[config.mk]
export PLATFORM = sky130hd
export DESIGN_NAME = mmio_bus_arbiter
export DESIGN_NICKNAME = d
export VERILOG_FILES = /design/src/rtl/mmio_bus_arbiter_pkg.sv /design/src/rtl/mmio_arb_prio.sv /design/src/rtl/mmio_bus_arbiter.sv
export SDC_FILE = /design/constraint.sdc
export NUM_CORES = 1
export LEC_CHECK = 0
export BUFFER_PORTS_ARGS = -buffer_cell sky130_fd_sc_hd__clkbuf_2
export CORE_ASPECT_RATIO = 0.9
export CORE_UTILIZATION = 38
export CTS_CLUSTER_DIAMETER = 120
export CTS_CLUSTER_SIZE = 24
export DETAILED_ROUTE_END_ITERATION = 16
export PLACE_DENSITY = 0.73
export SYNTH_ARGS = -nofsm -noshare
export SYNTH_HDL_FRONTEND = slang
export SYNTH_SLANG_ARGS = --single-unit
[constraint.sdc]
create_clock -name i_clk -period 1.3 [get_ports i_clk]
set_clock_uncertainty 0.2 [all_clocks]
set_input_delay 0.065 -clock i_clk [delete_from_list [all_inputs] [get_ports i_clk]]
set_output_delay 0.065 -clock i_clk [all_outputs]
set_load 0.01 [all_outputs]
[src/rtl/mmio_bus_arbiter_pkg.sv]
// Shared types and widths for the MMIO bus arbiter: FSM states, bus owner codes
// and the latched bus payload.
package mmio_bus_arbiter_pkg;

    localparam int unsigned ADDR_W = 14;
    localparam int unsigned DATA_W = 16;

    typedef enum logic [1:0] {
        IDLE   = 2'b00,
        ACCESS = 2'b01,
        DONE   = 2'b10
    } arbStateT;

    typedef enum logic [1:0] {
        OWNER_NONE = 2'b00,
        OWNER_CORE = 2'b01,
        OWNER_DBG  = 2'b10
    } busOwnerT;

    typedef struct packed {
        logic [ADDR_W-1:0] addr;
        logic [DATA_W-1:0] data;
        logic              wrEn;
    } memBusT;

endpackage

[src/rtl/mmio_arb_prio.sv]
// Winner select between core and debug requesters. With MMIO_ARB_FAIR_EN defined
// a starvation counter forces a debug grant after STARVE_LIMIT core wins.
module mmio_arb_prio
    import mmio_bus_arbiter_pkg::*;
#(
    parameter int unsigned STARVE_LIMIT = 4
) (
    input  logic clk,
    input  logic rst,
    input  logic arbEn,
    input  logic cReq,
    input  logic dReq,
    output logic grantCore_c,
    output logic grantDbg_c
);

`ifdef MMIO_ARB_FAIR_EN
    logic [3:0] starveCnt;
    logic       forceDbg;

    assign forceDbg    = (starveCnt == 4'(STARVE_LIMIT));
    assign grantCore_c = arbEn && cReq && !(dReq && forceDbg);
    assign grantDbg_c  = arbEn && dReq && (!cReq || forceDbg);

    // Counts core wins taken while debug waits; any debug win clears it.
    always_ff @(posedge clk) begin
        if (rst) begin
            starveCnt <= '0;
        end else if (grantDbg_c) begin
            starveCnt <= '0;
        end else if (grantCore_c && dReq) begin
            starveCnt <= starveCnt + 4'd1;
        end
    end
`else
    logic unusedFair;

    assign unusedFair  = ^{clk, rst, 4'(STARVE_LIMIT)};
    assign grantCore_c = arbEn && cReq;
    assign grantDbg_c  = arbEn && dReq && !cReq;
`endif

endmodule

[src/rtl/mmio_bus_arbiter.sv]
// Two-port MMIO bus arbiter/sequencer: IDLE -> ACCESS -> DONE per transaction.
// Optional debug-port fairness is compiled in with MMIO_ARB_FAIR_EN.
module mmio_bus_arbiter
    import mmio_bus_arbiter_pkg::*;
#(
    parameter int unsigned STARVE_LIMIT = 4
) (
    input  logic              i_clk,
    input  logic              i_rst,
    input  logic              i_cReq,
    input  logic [ADDR_W-1:0] i_cAddr,
    input  logic [DATA_W-1:0] i_cData,
    input  logic              i_cWrEn,
    output logic              o_cAck,
    output logic [DATA_W-1:0] o_cData,
    input  logic              i_dReq,
    input  logic [ADDR_W-1:0] i_dAddr,
    input  logic [DATA_W-1:0] i_dData,
    input  logic              i_dWrEn,
    output logic              o_dAck,
    output logic [DATA_W-1:0] o_dData,
    output logic [ADDR_W-1:0] o_memAddr,
    output logic [DATA_W-1:0] o_memDataIn,
    output logic              o_memWrEn,
    input  logic [DATA_W-1:0] i_memDataOut,
    output logic [1:0]        o_busOwner
);

    arbStateT          state, stateNext;
    busOwnerT          owner, ownerNext;
    memBusT            bus, busNext;
    logic              cAck, cAckNext;
    logic              dAck, dAckNext;
    logic [DATA_W-1:0] cData, cDataNext;
    logic [DATA_W-1:0] dData, dDataNext;
    logic              grantCore_c;
    logic              grantDbg_c;

    mmio_arb_prio #(
        .STARVE_LIMIT(STARVE_LIMIT)
    ) uPrio (
        .clk        (i_clk),
        .rst        (i_rst),
        .arbEn      (state == IDLE),
        .cReq       (i_cReq),
        .dReq       (i_dReq),
        .grantCore_c(grantCore_c),
        .grantDbg_c (grantDbg_c)
    );

    // The bus register doubles as the request latch: loaded on grant, zero otherwise.
    always_comb begin
        stateNext = state;
        ownerNext = owner;
        busNext   = '0;
        cAckNext  = 1'b0;
        dAckNext  = 1'b0;
        cDataNext = cData;
        dDataNext = dData;
        case (state)
            IDLE: begin
                if (grantCore_c) begin
                    stateNext = ACCESS;
                    ownerNext = OWNER_CORE;
                    busNext   = '{addr: i_cAddr, data: i_cData, wrEn: i_cWrEn};
                end else if (grantDbg_c) begin
                    stateNext = ACCESS;
                    ownerNext = OWNER_DBG;
                    busNext   = '{addr: i_dAddr, data: i_dData, wrEn: i_dWrEn};
                end
            end
            ACCESS: begin
                stateNext = DONE;
                if (owner == OWNER_DBG) begin
                    dDataNext = i_memDataOut;
                    dAckNext  = 1'b1;
                end else begin
                    cDataNext = i_memDataOut;
                    cAckNext  = 1'b1;
                end
            end
            DONE: begin
                stateNext = IDLE;
                ownerNext = OWNER_NONE;
            end
            default: begin
                stateNext = IDLE;
                ownerNext = OWNER_NONE;
            end
        endcase
    end

    always_ff @(posedge i_clk) begin
        if (i_rst) begin
            state <= IDLE;
            owner <= OWNER_NONE;
            bus   <= '0;
            cAck  <= 1'b0;
            dAck  <= 1'b0;
            cData <= '0;
            dData <= '0;
        end else begin
            state <= stateNext;
            owner <= ownerNext;
            bus   <= busNext;
            cAck  <= cAckNext;
            dAck  <= dAckNext;
            cData <= cDataNext;
            dData <= dDataNext;
        end
    end

    assign o_memAddr   = bus.addr;
    assign o_memDataIn = bus.data;
    assign o_memWrEn   = bus.wrEn;
    assign o_busOwner  = owner;
    assign o_cAck      = cAck;
    assign o_dAck      = dAck;
    assign o_cData     = cData;
    assign o_dData     = dData;

endmodule
==> results_dict.tcl <==
set metrics [dict create \
    syn2layout_area_growth_pct 86.23 \
    finalWorstSetupSlack_ps -137.1 \
    antenna_found_initial 0 \
    synth_top_area_share 0.5590 \
    drive_above_1_share 0.4063 \
    tns_ps -4778 \
    dr_wl_met2_microns 4608 \
    async_flop_share 0 \
    synth_area_per_cell_sq_um 10.61 \
    p_leak_nw 2.124 \
    ys_seq_elements 69 \
    worstSetupPathType "reg -> reg" \
    hold_path_depth 3 \
    syn-num-nets 315 \
    power.total_mw 4.939 \
    die_height_microns 78.50 \
    design_area_sq_um 4602 \
    cp.arrival_ps 1520 \
    rrSetupSlack_ps -140 \
    cts_tree "done" \
    reg2reg_to "o_memAddr[1]" \
    io_buffers 148 \
    yosys-top-cells-count "dfxtp_1, nand2b_1, nand2_1, a22o_1, a21oi_1" \
    grt_max_degree 54 \
    fin_nets 557 \
    yosys_warnings 0 \
    critPathLaunch "state[0]" \
    drc 0 \
    ios 149 \
    h-tree-depth 3 \
    violations "negative setup slack" \
    grt.overflow.total 0 \
    cp-end-kind "flop" \
    start_util 0.3997 \
    antenna_left 0 \
    cts_buffers 9 \
    synthTopCellsByArea "dfxtp_1, a22o_1, nand2b_1, mux2i_1, nand2_1" \
    grt_pass1_wl_microns 14020 \
    holdCritPathClass "in -> reg" \
    reg2regPathDepth 5 \
    first_iter_violations 78 \
    clkSinkCount 69 \
    power_density_nw_per_um2 1073 \
    dr.pass1.iters 4 \
    worst_pin_slew_ps 241.1 \
    synth_edf_count 0 \
    synth.distinct_cells 22 \
    place_area_sq_um 3356 \
    grt_pass1_vias 2873 \
    die_w_microns 87 \
    highest_layer "met4" \
    syn_inst 233 \
    vdd_drop_max_mv 0.7767 \
    fp.coreArea_sq_um 6182 \
    synth_area_leader_cell "dfxtp_1" \
    synthFlopType "dfxtp_1" \
    totalWireLength_microns 9423 \
    post-place-ws_ps -116.0 \
    rsz0062_at_grt "true" \
    finalSetupViolations 65 \
    path_clk_slew_ps 70 \
    vias 2700 \
    worstPathRequired_ps 1380 \
    final_max_slew_viol_count 0 \
    drt-met1-wl_microns 3859 \
    wl_per_cell_microns 16.62 \
    grt_usage 0.2772 \
    hpwl_microns 4205 \
    min_period_ps 1437 \
    wl_met3_microns 713 \
    die_area_sq_um 6830 \
    hold_ws_ps 56.04 \
    max-cap-violations 0 \
    hold_violations 0 \
    post-synth-top-count-cell "dfxtp_1" \
    cts-root-buf "clkbuf_8" \
    outcome "finished, violations left" \
    hold_end "o_dAck" \
    diodes 0 \
    worstSkewPairLatency_ps 340 \
    r2r-start "state[0]" \
    viasPerCell 4.762 \
    relSlewSlack 0.8378 \
    max-clock-path-buffers 2 \
    cp_max_fo 8 \
    fmax_ghz 0.6959 \
    ys_seq_area_frac 0.5590 \
    syn_area_sq_um 2471 \
    routabilityCongestion 0.7100 \
    rows 27 \
    start_kind "flop" \
    hp-start "i_rst" \
    period_share 1.105 \
]
## timing repair
action / in CTS / in global routing
gates cloned: 4 / 2
buffers inserted: 5 / 2
resized for setup: 11 / 4
hold buffers: 80 / 1
pin swaps: 15 / 19
setup endpoints to repair: 65 / 65
endpoints found under the hold margin: 66 / 1
## area by class of cell
cell class / count / area [sq um]
Clock buffer: 12 / 145.1
Clock inverter: 4 / 47.55
Fill cell: 408 / 1580
Inverter: 2 / 7.507
Multi-Input combinational cell: 143 / 1005
Sequential cell: 69 / 1389
Tap cell: 87 / 108.9
Timing Repair Buffer: 250 / 1899
## per-stage QoR
stage	instances	utilization
final	567	0.7444
after global routing	567	0.7444
after CTS	563	0.7328
after detailed placement	458	0.5428
after global placement	458	0.5428
after floorplan	233	-
## routing by layer
metal / vias up / track usage
met5: - / 0
met4: 0 / 0.1550
met3: 19 / 0.1125
met2: 135 / 0.4543
met1: 1261 / 0.3026
li1: 1285 / -
## how the worst max path moves through the flow
stage,end,slack (ps),cells after the start
floorplan,o_dData[5],-6,6
global placement,o_memAddr[0],-80,4
detailed placement,o_memAddr[2],-120,4
CTS,o_memAddr[2],-80,5
global route,o_memAddr[0],-190,5
finish,o_memAddr[1],-140,5
## critical path, stage by stage (launching register included)
cell and delay [ps]:
dfxtp_4 360, nor2b_4 120, nor3b_4 240, buf_6 160, buf_12 130, a22o_1 160
## cell usage in the layout, fill, tap and decap left out, types with 2 or more instances in the layout
| master | Yosys | layout |
|---|---|---|
| clkbuf_1 | 4 | 2 |
| clkbuf_16 | 0 | 2 |
| buf_4 | 6 | 7 |
| a22o_1 | 31 | 31 |
| mux2i_1 | 16 | 16 |
| buf_12 | 0 | 7 |
| buf_6 | 2 | 2 |
| nand2b_1 | 34 | 34 |
| clkbuf_8 | 0 | 10 |
| dfxtp_1 | 69 | 65 |
| nor2b_4 | 0 | 2 |
| dlygate4sd3_1 | 0 | 81 |
| nor2_1 | 2 | 2 |
| clkbuf_2 | 0 | 148 |
| inv_2 | 0 | 2 |
| buf_16 | 0 | 3 |
| clkinv_2 | 0 | 2 |
| a21oi_1 | 17 | 17 |
| nand2_1 | 32 | 32 |
| dfxtp_2 | 0 | 3 |
## logic make-up after synthesis
logic type / count (synthesis) / synth area share
AO/OA/AOI/OAI: 50 / 0.1519
multiplexers: 16 / 0.06481
flip-flops: 69 / 0.5590
buffers and inverters: 21 / 0.05063
AND/OR/NAND/NOR: 77 / 0.1737
## state kept, by name, indices dropped and copies added (netlist names)
name	cells
o_busOwner	2
o_cAck	1
o_cData	16
o_dAck	1
o_dData	16
o_memAddr	14
o_memDataIn	16
o_memWrEn	1
state	2
## where the power goes
part           internal [mW]  switching [mW]
Sequential              2.23          0.0610
Combinational          0.543           0.396
Clock                  0.933           0.775
No activity file was read; power rests on OpenSTA's default activity.
